File: config.mk
export PLATFORM = sky130hd
export DESIGN_NAME = mdio_master_cfg
export DESIGN_NICKNAME = d
export VERILOG_FILES = /design/src/rtl/mdio_master_cfg.sv
export SDC_FILE = /design/constraint.sdc
export NUM_CORES = 1
export LEC_CHECK = 0
export ABC_AREA = 1
export CAP_MARGIN = 20
export CORE_UTILIZATION = 49
export CTS_CLUSTER_DIAMETER = 50
export DETAILED_ROUTE_END_ITERATION = 6
export PLACE_DENSITY = 0.76
export SYNTH_ARGS = -nofsm -noshare
export SYNTH_HDL_FRONTEND = slang
export SYNTH_SLANG_ARGS = --single-unit
File: constraint.sdc
create_clock -name clk -period 1.65 [get_ports clk]
set_input_delay 0.2475 -clock clk [delete_from_list [all_inputs] [get_ports clk]]
set_output_delay 0.2475 -clock clk [all_outputs]
set_load 0.02 [all_outputs]
File: src/rtl/mdio_master_cfg.sv
// MDIO management master: serialises a 32-bit Clause 22 / Clause 45 frame
// onto MDC/MDIO with a configurable preamble and MDC divider, and captures
// read data plus a turnaround-error flag.
module mdio_master_cfg #(
  parameter int unsigned DIV     = 2,
  parameter int unsigned PRE_LEN = 32,
  parameter bit          C45_EN  = 1'b1
) (
  input  logic        clk,
  input  logic        reset,
  input  logic        mdio_start,
  input  logic [31:0] t_data,
  input  logic        mdio_in,
  output logic        mdc,
  output logic        mdio_oe,
  output logic        mdio_out,
  output logic [15:0] rd_data,
  output logic        data_rdy,
  output logic        busy,
  output logic        ta_err
);

  localparam int unsigned CW       = $clog2(2 * DIV);
  localparam logic [CW-1:0] CYC_RISE = CW'(DIV - 1);
  localparam logic [CW-1:0] CYC_LAST = CW'(2 * DIV - 1);
  localparam logic [5:0]    LAST_PRE = 6'(PRE_LEN - 1);

  typedef enum logic [2:0] {S_IDLE, S_PRE, S_HDR, S_TA, S_DATA} state_t;

  state_t        state;
  logic [CW-1:0] cyc;
  logic [5:0]    bit_cnt;
  logic [31:0]   shreg;
  logic [15:0]   rx;
  logic          rd_frame;

  logic st_c22;
  logic st_c45;
  logic req_ok;
  logic req_read;
  logic last_bit;

  // Classify the requested frame: legal or not, read or write-type
  always_comb begin
    st_c22   = (t_data[31:30] == 2'b01);
    st_c45   = (t_data[31:30] == 2'b00) && C45_EN;
    req_ok   = (st_c22 && ((t_data[29:28] == 2'b01) || (t_data[29:28] == 2'b10))) || st_c45;
    req_read = (st_c22 && (t_data[29:28] == 2'b10)) || (st_c45 && t_data[29]);
  end

  // Flag the final bit of the current frame section
  always_comb begin
    last_bit = 1'b0;
    case (state)
      S_PRE:   last_bit = (bit_cnt == LAST_PRE);
      S_HDR:   last_bit = (bit_cnt == 6'd13);
      S_TA:    last_bit = (bit_cnt == 6'd1);
      S_DATA:  last_bit = (bit_cnt == 6'd15);
      default: last_bit = 1'b0;
    endcase
  end

  // Frame sequencer: MDC generation, bit shifting and read capture
  always_ff @(posedge clk or negedge reset) begin
    if (!reset) begin
      state    <= S_IDLE;
      cyc      <= '0;
      bit_cnt  <= '0;
      shreg    <= '0;
      rx       <= '0;
      rd_frame <= 1'b0;
      mdc      <= 1'b0;
      mdio_oe  <= 1'b0;
      mdio_out <= 1'b1;
      rd_data  <= '0;
      data_rdy <= 1'b0;
      busy     <= 1'b0;
      ta_err   <= 1'b0;
    end else begin
      data_rdy <= 1'b0;
      if (state == S_IDLE) begin
        if (mdio_start && req_ok) begin
          shreg    <= t_data;
          rd_frame <= req_read;
          ta_err   <= 1'b0;
          busy     <= 1'b1;
          mdio_oe  <= 1'b1;
          mdc      <= 1'b0;
          cyc      <= '0;
          bit_cnt  <= '0;
          if (PRE_LEN == 0) begin
            state    <= S_HDR;
            mdio_out <= t_data[31];
          end else begin
            state    <= S_PRE;
            mdio_out <= 1'b1;
          end
        end
      end else if (cyc == CYC_RISE) begin
        // Rising MDC edge: the PHY's bit is sampled here
        mdc <= 1'b1;
        cyc <= cyc + 1'b1;
        if (rd_frame && (state == S_TA) && (bit_cnt == 6'd1)) ta_err <= mdio_in;
        if (rd_frame && (state == S_DATA)) rx <= {rx[14:0], mdio_in};
      end else if (cyc == CYC_LAST) begin
        // Bit boundary: MDC falls and the next bit is presented
        mdc <= 1'b0;
        cyc <= '0;
        if (state != S_PRE) shreg <= {shreg[30:0], 1'b0};
        if (last_bit) begin
          bit_cnt <= '0;
          case (state)
            S_PRE: begin
              state    <= S_HDR;
              mdio_out <= shreg[31];
            end
            S_HDR: begin
              state    <= S_TA;
              mdio_oe  <= !rd_frame;
              mdio_out <= rd_frame ? 1'b1 : shreg[30];
            end
            S_TA: begin
              state    <= S_DATA;
              mdio_out <= rd_frame ? 1'b1 : shreg[30];
            end
            default: begin
              state    <= S_IDLE;
              busy     <= 1'b0;
              mdio_oe  <= 1'b0;
              mdio_out <= 1'b1;
              if (rd_frame) begin
                rd_data  <= rx;
                data_rdy <= 1'b1;
              end
            end
          endcase
        end else begin
          bit_cnt <= bit_cnt + 6'd1;
          if (state == S_PRE) mdio_out <= 1'b1;
          else if (rd_frame && ((state == S_TA) || (state == S_DATA))) mdio_out <= 1'b1;
          else mdio_out <= shreg[30];
        end
      end else begin
        cyc <= cyc + 1'b1;
      end
    end
  end

endmodule

==> results.md, run 1 <==
- Result of the run: finished with violations
- Failing checks: negative setup slack
- Distinct cell type count after synthesis: 32
- Net count of the mapped netlist: between 400 and 500
- Num ports: a little under 60
- Slew HR: around three quarters
- Clock-pin transition on the worst setup and hold timing paths: approximately 90 ps
- Row Count: 32
- Initial drt markers: 250
- Nets: roughly 580
- Gate count after technology mapping: ~440
- Die Width: 91.1 µm
- Vias in the first global route: about 3200
- Routed wire length on met3: slightly below 400 µm
- Share of synthesized area occupied by flip-flops and latches: between 50% and 60%
- R2R cell count: 10
- Most common cell after layout, fill and taps aside: sky130_fd_sc_hd__nand2_1
- Via count: 3341
- Share of final-layout standard cells stronger than drive strength 1: 23.9%
- Setup-failing EPs final: 1
- Max frequency: approximately 600 MHz
- Detailed Routing Iterations Pass 1: 5
- Core region area: 7690 µm²
- Number of non-filler instances in the completed layout: between 600 and 700
- Residual antenna-violating net count after detailed routing: 0
- Finished Core Util: approximately 70%
- Routed wirelength normalized by instance count: ~14 µm
- Yosys Warn Count: 0
- Critical register-to-register path startpoint: cyc[1]$_DFFE_PN0P_
- Grt ovf: 0
- Total standard cell area after synthesis: ~3900 µm²
- H-tree levels: 3
- FF/Latch Area: 2060 µm²
- Clock insertion delay at the later pin of the skew report: 360 ps
- Placement-stage cell area: about 4800 µm²
- Worst Slack Setup Final: -6.11 ps
- Pin count of the biggest net entering global routing: 33
- Slew Viols, Final: 0
- Static power due to leakage: around 2.5 nW
- Buffers & Inverters on Critical Path: 3
- Max-cap violation count: 0
- Slowest stage delay, CP: 380 ps
- Most used cells in the layout excluding fill and tap cells: 86 x sky130_fd_sc_hd__nand2_1, 79 x sky130_fd_sc_hd__dfrtp_1, 61 x sky130_fd_sc_hd__inv_1
- Number of port buffers: 57
- Number of cells on the critical path: 10
- Clock buffer depth: 2
- TritonCTS sink count: 82
- Endpoints failing hold: 0
- Layout fillers: about 560
- Measured slew at the worst slew-check pin: 377 ps
- Final Cycle Share: 100%
- Area of the die: between 8000 and 9000 µm²
- Critical path cell sequence: buf_4 -> ha_2 -> nand2_2 -> nand2_4 -> nand2_4 -> nor2_8 -> buf_6 -> clkbuf_16 -> o211ai_1 -> o21ai_1
- Startpoint Class: flop
- Critical-path cell with the highest stage delay: sky130_fd_sc_hd__dfrtp_1
- CP dominant cell by count: sky130_fd_sc_hd__nand2_4
- Global placer's final weighted congestion: around 0.9
- Kind of capture point of the worst setup path: flop
- Worst Skew: ~8.2 ps
- Combined area of the multi-input logic cells: 1520 µm²
- Kind of cell with the highest combined delay on the critical path: buffers and inverters
- Height of the die: between 90 and 100 µm
- Critical path launch point: cyc[1]$_DFFE_PN0P_
- Synthesis-stage register bit count: 82
- Final critical path time including I/O delays and setup: between 1500 and 2000 ps
- Number of clock buffers inserted by TritonCTS: 9
- GRT Overall Usage: roughly 22%
- Clock tree from TritonCTS: yes
- Total DRC errors in the routed layout: 0
- First-pass GRT wire length: 14.3 mm
- Master cell of the clock root buffer: sky130_fd_sc_hd__clkbuf_8
- DP HPWL: between 5 and 6 mm
- Fin area: approximately 5400 µm²
- Hold Path Class: primary input to async pin
- RSZ-0062 raised after global routing: yes
- Starting Density: ~50%
- Post-detailed-route via-to-cell ratio: a little over 5
- Aggregate routed wire length: 9.07 mm
- Startpoint-to-endpoint class of the critical path: flop to flop
- Required time reported for the critical path endpoint: roughly 1900 ps
- Metal2 WL: 4.42 mm
- Layout-stage area growth over the synthesis result: 38.7%
- Arrival time of data at the critical path endpoint: between 1500 and 2000 ps
- Count of antenna diodes in the layout: 0
- Inst Count DP: approximately 600
- Worst-path fanout max: 12
- Average footprint of a synthesized cell: about 8.9 µm²
- Pwr dens: approximately 1700 nW/µm²
- Highest routing layer actually used: met4
- Initial antenna violation count: 0
- M1 WL: roughly 4.0 mm
- Maximum resistive drop on vdd: 0.948 mV
==> where the power goes <==
part           internal, mW  switching, mW  leakage [nW]
Clock                 0.712          0.785         0.100
Sequential             2.61          0.298          1.06
Combinational          2.40           2.58          1.34
Total                  5.72           3.67          2.50
==> per-stage QoR <==
step | hold slack [ps] | power [mW] | setup slack (ps) | setup TNS (ps)
4_1_cts | 352 | 8.62 | -5.40 | -6.70
3_3_place_gp | 187 | 6.32 | -331 | -12840
3_5_place_dp | 196 | 6.50 | -399 | -14930
6_report | 345 | 9.39 | -6.11 | -6.11
5_1_grt | 373 | 10.0 | -104 | -2250
2_1_floorplan | -48.1 | 5.28 | 130 | 0
==> kinds of logic after synthesis <==
logic type / after synthesis / share of synthesized area (%)
xor gates and xnor gates: 4 / 0.902
and+or+nand+nor: 149 / 17.0
buffers and inverters: 87 / 9.76
adders and majority gates: 5 / 1.61
DFF: 82 / 52.8
AOI/OAI and AO/OA: 109 / 17.9
==> cell type report <==
class | instances | share of cell area [%]
Multi-Input combinational cell | 267 | 28.3
Clock buffer | 9 | 2.30
Tap cell | 102 | 2.37
Timing Repair Buffer | 115 | 22.6
Sequential cell | 82 | 38.1
Clock inverter | 7 | 1.44
Inverter | 68 | 4.83
==> worst register-to-register path, stage by stage, from the launching register on <==
cell and delay (ps):
sky130_fd_sc_hd__dfrtp_1 380, sky130_fd_sc_hd__buf_4 140, sky130_fd_sc_hd__ha_2 190, sky130_fd_sc_hd__nand2_2 70, sky130_fd_sc_hd__nand2_4 70, sky130_fd_sc_hd__nand2_4 90
sky130_fd_sc_hd__nor2_8 200, sky130_fd_sc_hd__buf_6 150, sky130_fd_sc_hd__clkbuf_16 150, sky130_fd_sc_hd__o211ai_1 80, sky130_fd_sc_hd__o21ai_1 70
==> worst paths after layout <==
check                                   endpoint  slack (ps)
min reg2reg                     busy$_DFFE_PN0P_         470
min in group clk            rd_frame$_DFFE_PN0P_         380
max in group asynchronous      rx[3]$_DFFE_PN0P_         830
max                        shreg[17]$_DFFE_PN0P_          -6
min                         state[2]$_DFFE_PN0P_         340
max reg2reg                shreg[17]$_DFFE_PN0P_          -6
==> flip-flops by register name, indices dropped and copies added, names as in the netlist <==
register  flops
state         3
mdc           1
mdio_out      1
rd_frame      1
rd_data      16
shreg        32
cyc           2
ta_err        1
rx           16
bit_cnt       6
busy          1
mdio_oe       1
data_rdy      1
==> routing by layer <==
layer / GRT usage [%] / vias to the layer above
li1: - / 1633
met1: 27.9 / 1607
met2: 36.2 / 76
met3: 4.19 / 25
met4: 9.39 / 0
met5: 0 / -
==> synth_stat cells <==
| cell type | number | area, µm² |
|---|---|---|
| sky130_fd_sc_hd__nand4_1 | 2 | 12.5 |
| sky130_fd_sc_hd__nand2_4 | 2 | 22.5 |
| sky130_fd_sc_hd__nor3_1 | 1 | 5.00 |
| sky130_fd_sc_hd__o21ai_2 | 16 | 140 |
| sky130_fd_sc_hd__xnor2_1 | 1 | 8.76 |
| sky130_fd_sc_hd__inv_1 | 64 | 240 |
| sky130_fd_sc_hd__nand3b_1 | 1 | 7.51 |
| sky130_fd_sc_hd__o21ai_0 | 51 | 255 |
| sky130_fd_sc_hd__nand2_1 | 98 | 368 |
| sky130_fd_sc_hd__buf_4 | 3 | 22.5 |
| sky130_fd_sc_hd__xor2_1 | 3 | 26.3 |
| sky130_fd_sc_hd__o21ai_1 | 3 | 15.0 |
| sky130_fd_sc_hd__a21oi_1 | 1 | 5.00 |
| sky130_fd_sc_hd__clkbuf_1 | 5 | 18.8 |
| sky130_fd_sc_hd__nor2_4 | 1 | 11.3 |
| sky130_fd_sc_hd__dfstp_2 | 1 | 26.3 |
| sky130_fd_sc_hd__dfrtp_1 | 81 | 2030 |
| sky130_fd_sc_hd__nand2_2 | 7 | 43.8 |
| sky130_fd_sc_hd__inv_2 | 4 | 15.0 |
| sky130_fd_sc_hd__buf_6 | 2 | 22.5 |
| sky130_fd_sc_hd__buf_12 | 1 | 20.0 |
| sky130_fd_sc_hd__nor2_8 | 1 | 20.0 |
| sky130_fd_sc_hd__o211ai_1 | 31 | 233 |
| sky130_fd_sc_hd__nand4_2 | 1 | 12.5 |
| sky130_fd_sc_hd__or2_2 | 1 | 6.26 |
| sky130_fd_sc_hd__nor2_1 | 19 | 71.3 |
| sky130_fd_sc_hd__o22ai_1 | 4 | 25.0 |
| sky130_fd_sc_hd__o21a_1 | 3 | 22.5 |
| sky130_fd_sc_hd__nand3_2 | 1 | 10.0 |
| sky130_fd_sc_hd__nand3_1 | 14 | 70.1 |
| sky130_fd_sc_hd__ha_1 | 5 | 62.6 |
| sky130_fd_sc_hd__buf_2 | 8 | 40.0 |
==> timing repair <==
action | CTS | global route
resized for setup | 9 | 51
hold buffers | 1 | 0
hold endpoints to repair | 24 | 0
setup endpoints to repair | 32 | 57
pin swaps | 6 | 9
cloned | 2 | 3
buffers inserted | 16 | 12
Note: power is estimated with default switching activity, not from simulation.
==> run 2, diff against run 1 <==
HOLD_SLACK_MARGIN = 0.15   (was unset)
RECOVER_POWER = 50   (was unset)
==> results.md, run 2 (same netlist as run 1, synthesis figures left out) <==
- Final Total Pwr: 9.39 mW (about the same)
- Pin count of the biggest net entering global routing: 33 (unchanged)
- Placement-stage cell area: 4760 µm² (unchanged)
- TritonCTS sink count: 82 (unchanged)
- Most common cell after layout, fill and taps aside: sky130_fd_sc_hd__nand2_1 (unchanged)
- Worst Skew: 6.32 ps (was 8.24 ps)
- Number of port buffers: 57 (unchanged)
- Core region area: 7690 µm² (unchanged)
- RSZ-0062 raised after global routing: yes (unchanged)
- Pwr dens: 1750 nW/µm² (was 1740 nW/µm²)
- Clock tree from TritonCTS: yes (unchanged)
- Critical-path cell with the highest stage delay: sky130_fd_sc_hd__dfrtp_1 (unchanged)
- GRT Overall Usage: 21.8% (unchanged)
- Detailed Routing Iterations Pass 1: 5 (unchanged)
- Vias in the first global route: 3154 (unchanged)
- Kind of cell with the highest combined delay on the critical path: buffers and inverters (unchanged)
- Number of flip-flops in the largest register: 32 (unchanged)
- Measured slew at the worst slew-check pin: 654 ps (was 377 ps)
- Area of the die: 8290 µm² (unchanged)
- Initial drt markers: 254 (was 250)
- CP dominant cell by count: sky130_fd_sc_hd__nand2_4 (unchanged)
- Hold Path Class: primary input to flop (was primary input to async pin)
- Nets: 584 (unchanged)
- Master cell of the clock root buffer: sky130_fd_sc_hd__clkbuf_8 (unchanged)
- H-tree levels: 3 (unchanged)
- Buffers & Inverters on Critical Path: 3 (unchanged)
- Maximum resistive drop on vdd: 0.951 mV (was 0.948 mV)
- Final Cycle Share: 100% (about the same)
- Pre-CTS WS: -399 ps (unchanged)
- Largest register by flop count: shreg (unchanged)
- Slew Viols, Final: 0 (unchanged)
- Global placer's final weighted congestion: 0.887 (unchanged)
- Initial antenna violation count: 0 (unchanged)
- Arrival time of data at the critical path endpoint: 1950 ps (about the same)
- Clock buffer depth: 2 (unchanged)
- Layout-stage area growth over the synthesis result: 38.0% (was 38.7%)
- Total DRC errors in the routed layout: 0 (unchanged)
- Slowest stage delay, CP: 380 ps (about the same)
- Failing checks: negative setup slack (unchanged)
- Number of clock buffers inserted by TritonCTS: 9 (unchanged)
- Startpoint-to-endpoint class of the critical path: flop to flop (unchanged)
- Max-cap violation count: 0 (unchanged)
- Die Width: 91.1 µm (unchanged)
- Worst-path fanout max: 12 (unchanged)
- Most used cells in the layout excluding fill and tap cells: 86 x sky130_fd_sc_hd__nand2_1, 79 x sky130_fd_sc_hd__dfrtp_1, 61 x sky130_fd_sc_hd__inv_1 (unchanged)
- Routed wirelength normalized by instance count: 14.0 µm (about the same)
- Post-detailed-route via-to-cell ratio: 5.15 (was 5.14)
- Clock-pin transition on the worst setup and hold timing paths: 90 ps (about the same)
- Residual antenna-violating net count after detailed routing: 0 (unchanged)
- Row Count: 32 (unchanged)
- Starting Density: 50.6% (unchanged)
- Kind of capture point of the worst setup path: flop (unchanged)
- Required time reported for the critical path endpoint: 1950 ps (was 1940 ps)
- Result of the run: finished with violations (unchanged)
- DP HPWL: 5.56 mm (unchanged)
- Startpoint Class: flop (unchanged)
- Aggregate routed wire length: 9.13 mm (was 9.07 mm)
- Total negative setup slack: -8.25 ps (was -6.11 ps)
- Height of the die: 91.1 µm (unchanged)
- Worst Slack Setup Final: -7.45 ps (was -6.11 ps)
- Grt ovf: 0 (unchanged)
- Slew HR: 56.4% (was 74.9%)
- Share of final-layout standard cells stronger than drive strength 1: 23.9% (unchanged)
- Critical path cell sequence: buf_4 -> ha_2 -> nand2_2 -> nand2_4 -> nand2_4 -> nor2_8 -> buf_6 -> clkbuf_16 -> o211ai_1 -> o21ai_1 (unchanged)
- Registers with the highest flip-flop counts: shreg x32, rd_data x16, rx x16 (unchanged)
- Final critical path time including I/O delays and setup: 1660 ps (about the same)
- Via count: 3347 (was 3341)
- Finished Core Util: 69.7% (was 70.1%)
- Endpoints failing hold: 0 (unchanged)
- First-pass GRT wire length: 14.3 mm (unchanged)
- Fin area: 5360 µm² (was 5390 µm²)
- Register-to-Register Setup Slack: -7 ps (was -6 ps)
- Num ports: 58 (unchanged)
- Setup-failing EPs final: 2 (was 1)
- Count of antenna diodes in the layout: 0 (unchanged)
- Static power due to leakage: 2.49 nW (was 2.50 nW)
- Clock insertion delay at the later pin of the skew report: 360 ps (about the same)
- Max frequency: 603 MHz (was 604 MHz)
run 2: changes by cell type in the layout (fill, tap and decap cells not counted), sizes merged:
cell	previous run	this run
buf	55	52
clkbuf	12	15
run 2: power breakdown:
part / total, mW / switching, mW / leakage (nW) / internal [mW]
logic: 4.99 / 2.59 / 1.33 / 2.40
registers: 2.91 / 0.300 / 1.06 / 2.61
clock network: 1.50 / 0.785 / 0.100 / 0.712
total: 9.39 / 3.68 / 2.49 / 5.71
run 2: area by class of cell:
class / count / area (µm²)
fillers: 562 / 2330
flip-flops and latches: 82 / 2060
multi-input cells: 267 / 1520
repair buffers: 115 / 1190
inverters: 68 / 260
well taps: 102 / 128
clock buffers: 9 / 124
clock inverters: 7 / 77.6
run 2: worst paths after layout:
path	startpoint	end	cells past startpoint
setup / recovery	cyc[1]$_DFFE_PN0P_	shreg[17]$_DFFE_PN0P_	10
hold / removal	t_data[29]	rd_frame$_DFFE_PN0P_	4
setup reg to reg	cyc[1]$_DFFE_PN0P_	shreg[17]$_DFFE_PN0P_	10
hold reg to reg	busy$_DFFE_PN0P_	busy$_DFFE_PN0P_	2
max in group asynchronous	reset	rd_data[10]$_DFFE_PN0P_	3
min in group asynchronous	reset	state[2]$_DFFE_PN0P_	2
run 2: repair_timing:
| action | CTS | global route |
|---|---|---|
| gates cloned | 2 | 3 |
| buffers inserted | 16 | 12 |
| hold buffers | 1 | 0 |
| hold endpoints to repair | 67 | 0 |
| pin swaps | 6 | 9 |
| gates resized for setup | 9 | 51 |
| endpoints found under the setup margin | 32 | 57 |
run 2: worst min-delay path: cells and delay by family:
| kind | cells | cell delay, ps |
|---|---|---|
| adders and majority gates | 1 | 150 |
| AOI/OAI and AO/OA | 2 | 180 |
| buffers and inverters | 1 | 120 |
run 2: stage by stage:
stage | std cells | hold slack, ps
5_1_grt | 650 | 409
2_1_floorplan | 436 | -48.1
4_1_cts | 637 | 352
6_report | 650 | 377
3_3_place_gp | 602 | 187
3_5_place_dp | 602 | 196
run 2: metal layers:
layer  vias to the layer above  routed length (µm)  share of wire [%]  global-route usage [%]
li1                       1632                   -                  -                       -
met1                      1619                4090                 45                    27.9
met2                        73                4440                 49                    36.2
met3                        23                 371                4.1                    4.19
met4                         0                 229                2.5                    9.39
met5                         -                   0                  0                       0
==> run 3, diff against run 2 <==
CORE_UTILIZATION = 51   (was 49)
CTS_BUF_LIST = sky130_fd_sc_hd__clkbuf_8   (was unset)
PLACE_DENSITY = 0.79   (was 0.76)
==> results.md, run 3 (same netlist as run 1, synthesis figures left out) <==
- Via count: 3287 (was 3347)
- Slew HR: 45.0% (was 56.4%)
- Critical path launch point: state[2]$_DFFE_PN0P_ (was cyc[1]$_DFFE_PN0P_)
- Residual antenna-violating net count after detailed routing: 0 (unchanged)
- Nets: 570 (was 584)
- Number of flip-flops in the largest register: 32 (unchanged)
- Final critical path time including I/O delays and setup: 1640 ps (was 1660 ps)
- Core region area: 7290 µm² (was 7690 µm²)
- Kind of capture point of the worst setup path: flop (unchanged)
- Endpoints failing hold: 0 (unchanged)
- Most common cell after layout, fill and taps aside: sky130_fd_sc_hd__nand2_1 (unchanged)
- TritonCTS sink count: 82 (unchanged)
- Clock insertion delay at the later pin of the skew report: 360 ps (about the same)
- Initial antenna violation count: 0 (unchanged)
- Detailed Routing Iterations Pass 1: 5 (unchanged)
- Total DRC errors in the routed layout: 0 (unchanged)
- Critical register-to-register path startpoint: state[2]$_DFFE_PN0P_ (was cyc[1]$_DFFE_PN0P_)
- Hold path start: t_data[29] (unchanged)
- Finished Core Util: 72.5% (was 69.7%)
- Fin area: 5280 µm² (was 5360 µm²)
- DP HPWL: 5.64 mm (was 5.56 mm)
- Slew Viols, Final: 0 (unchanged)
- Layout-stage area growth over the synthesis result: 36.0% (was 38.0%)
- Number of port buffers: 57 (unchanged)
- Measured slew at the worst slew-check pin: 825 ps (was 654 ps)
- RSZ-0062 raised after global routing: yes (unchanged)
- Max frequency: 611 MHz (was 603 MHz)
- Global placer's final weighted congestion: 0.876 (was 0.887)
- Worst-path fanout max: 20 (was 12)
- First-pass GRT wire length: 13.4 mm (was 14.3 mm)
- Aggregate routed wire length: 8.73 mm (was 9.13 mm)
- Number of clock buffers inserted by TritonCTS: 9 (unchanged)
- Clock buffer depth: 2 (unchanged)
- Clock tree from TritonCTS: yes (unchanged)
- Grt ovf: 0 (unchanged)
- Vias in the first global route: 3031 (was 3154)
- Startpoint Class: flop (unchanged)
- Arrival time of data at the critical path endpoint: 1890 ps (was 1950 ps)
- Combined area of the multi-input logic cells: 1520 µm² (about the same)
- Final Cycle Share: 99.2% (was 100%)
- Most used cells in the layout excluding fill and tap cells: 92 x sky130_fd_sc_hd__nand2_1, 79 x sky130_fd_sc_hd__dfrtp_1, 60 x sky130_fd_sc_hd__inv_1 (was 86 x sky130_fd_sc_hd__nand2_1, 79 x sky130_fd_sc_hd__dfrtp_1, 61 x sky130_fd_sc_hd__inv_1)
- Placement-stage cell area: 4770 µm² (was 4760 µm²)
- FF/Latch Area: 2060 µm² (unchanged)
- Registers with the highest flip-flop counts: shreg x32, rd_data x16, rx x16 (unchanged)
- Pin count of the biggest net entering global routing: 55 (was 33)
- Share of final-layout standard cells stronger than drive strength 1: 21.5% (was 23.9%)
- Master cell of the clock root buffer: sky130_fd_sc_hd__clkbuf_8 (unchanged)
- Die Width: 89.3 µm (was 91.1 µm)
- Maximum resistive drop on vdd: 1.01 mV (was 0.951 mV)
- Result of the run: complete, no violations (was finished with violations)
- Max-cap violation count: 0 (unchanged)
- Initial drt markers: 178 (was 254)
- Starting Density: 53.3% (was 50.6%)
- Worst Skew: 12.6 ps (was 6.32 ps)
- Routed wirelength normalized by instance count: 13.8 µm (was 14.0 µm)
- Layout fillers: 566 (was 562)
- Largest register by flop count: shreg (unchanged)
- Pwr dens: 1740 nW/µm² (was 1750 nW/µm²)
- Static power due to leakage: 2.44 nW (was 2.49 nW)
- Clock-pin transition on the worst setup and hold timing paths: 90 ps (about the same)
- Area of the die: 7970 µm² (was 8290 µm²)
- Required time reported for the critical path endpoint: 1900 ps (was 1950 ps)
- GRT Overall Usage: 22.1% (was 21.8%)
- Hold Path Class: primary input to flop (unchanged)
- Startpoint-to-endpoint class of the critical path: flop to flop (unchanged)
- Count of antenna diodes in the layout: 0 (unchanged)
- Height of the die: 89.3 µm (was 91.1 µm)
- Num ports: 58 (unchanged)
- Setup-failing EPs final: 0 (was 2)
- Row Count: 31 (was 32)
- Pre-CTS WS: -371 ps (was -399 ps)
- H-tree levels: 3 (unchanged)
- Post-detailed-route via-to-cell ratio: 5.19 (was 5.15)
- Worst Slack Setup Final: 12.8 ps (was -7.45 ps)
==> run 3: cell types whose count changed in the layout (fill, tap and decap cells not counted), moves of 3 or more <==
cell	delta
sky130_fd_sc_hd__buf_6	-6
sky130_fd_sc_hd__o21ai_1	-13
sky130_fd_sc_hd__o21ai_0	+13
sky130_fd_sc_hd__nand2_2	-5
sky130_fd_sc_hd__nand2_1	+6
sky130_fd_sc_hd__buf_12	+3
sky130_fd_sc_hd__buf_4	-12
==> run 3: power by group <==
| group | internal [mW] | leakage (nW) | switching, mW |
|---|---|---|---|
| clock | 0.878 | 0.110 | 0.796 |
| combinational | 2.16 | 1.27 | 2.42 |
| sequential | 2.61 | 1.06 | 0.307 |
==> run 3: critical path: stages, from the launching register on <==
cell and delay [ps]:
sky130_fd_sc_hd__dfrtp_1 440, sky130_fd_sc_hd__inv_2 140, sky130_fd_sc_hd__nand3b_1 160, sky130_fd_sc_hd__inv_2 120, sky130_fd_sc_hd__nand2_2 50, sky130_fd_sc_hd__nand2_2 70
sky130_fd_sc_hd__nand2_2 80, sky130_fd_sc_hd__nand2_2 110, sky130_fd_sc_hd__nand2_4 70, sky130_fd_sc_hd__buf_12 160, sky130_fd_sc_hd__nand2_1 70, sky130_fd_sc_hd__o21ai_2 50
==> run 3: layout make-up <==
type / instances / area share (%)
clock inverters: 7 / 2.01
clock buffers: 9 / 2.34
multi-input cells: 268 / 28.8
flip-flops and latches: 82 / 38.9
inverters: 68 / 4.97
repair buffers: 100 / 20.6
well taps: 99 / 2.34
==> run 3: path summary, 6_finish.rpt <==
path / endpoint / slack, ps / cells past startpoint
max in group asynchronous: shreg[20]$_DFFE_PN0P_ / 300 / 3
max reg2reg: rd_data[1]$_DFFE_PN0P_ / 10 / 11
min reg2reg: mdio_oe$_DFFE_PN0P_ / 490 / 2
min in group asynchronous: shreg[4]$_DFFE_PN0P_ / 510 / 2
max: rd_data[1]$_DFFE_PN0P_ / 10 / 11
min: rd_frame$_DFFE_PN0P_ / 370 / 4
==> run 3: per-stage QoR <==
step                hold slack [ps]  power (mW)  setup TNS [ps]  instances
CTS                             364        8.24               0        618
global route                    408        9.83           -1950        633
detailed placement              214        6.54          -15250        601
finish                          371        9.17               0        633
global placement                210        6.37          -13150        601
floorplan                     -48.1        5.28               0        436
==> run 3: timing repair <==
| action | in CTS | in global routing |
|---|---|---|
| resized for setup | 3 | 35 |
| cloned | 0 | 6 |
| hold endpoints to repair | 28 | 0 |
| pin swaps | 0 | 12 |
| buffers inserted | 0 | 9 |
| endpoints found under the setup margin | 18 | 62 |
| hold buffers | 1 | 0 |
==> run 3: metal layers <==
layer / vias up / share of wire [%] / global-route usage (%) / wire [µm]
met4: 0 / 2.6 / 9.09 / 227
met2: 80 / 49 / 37.4 / 4320
met1: 1588 / 44 / 27.8 / 3860
li1: 1597 / - / - / -
met5: - / 0 / 0 / 0
met3: 22 / 3.7 / 4.71 / 320
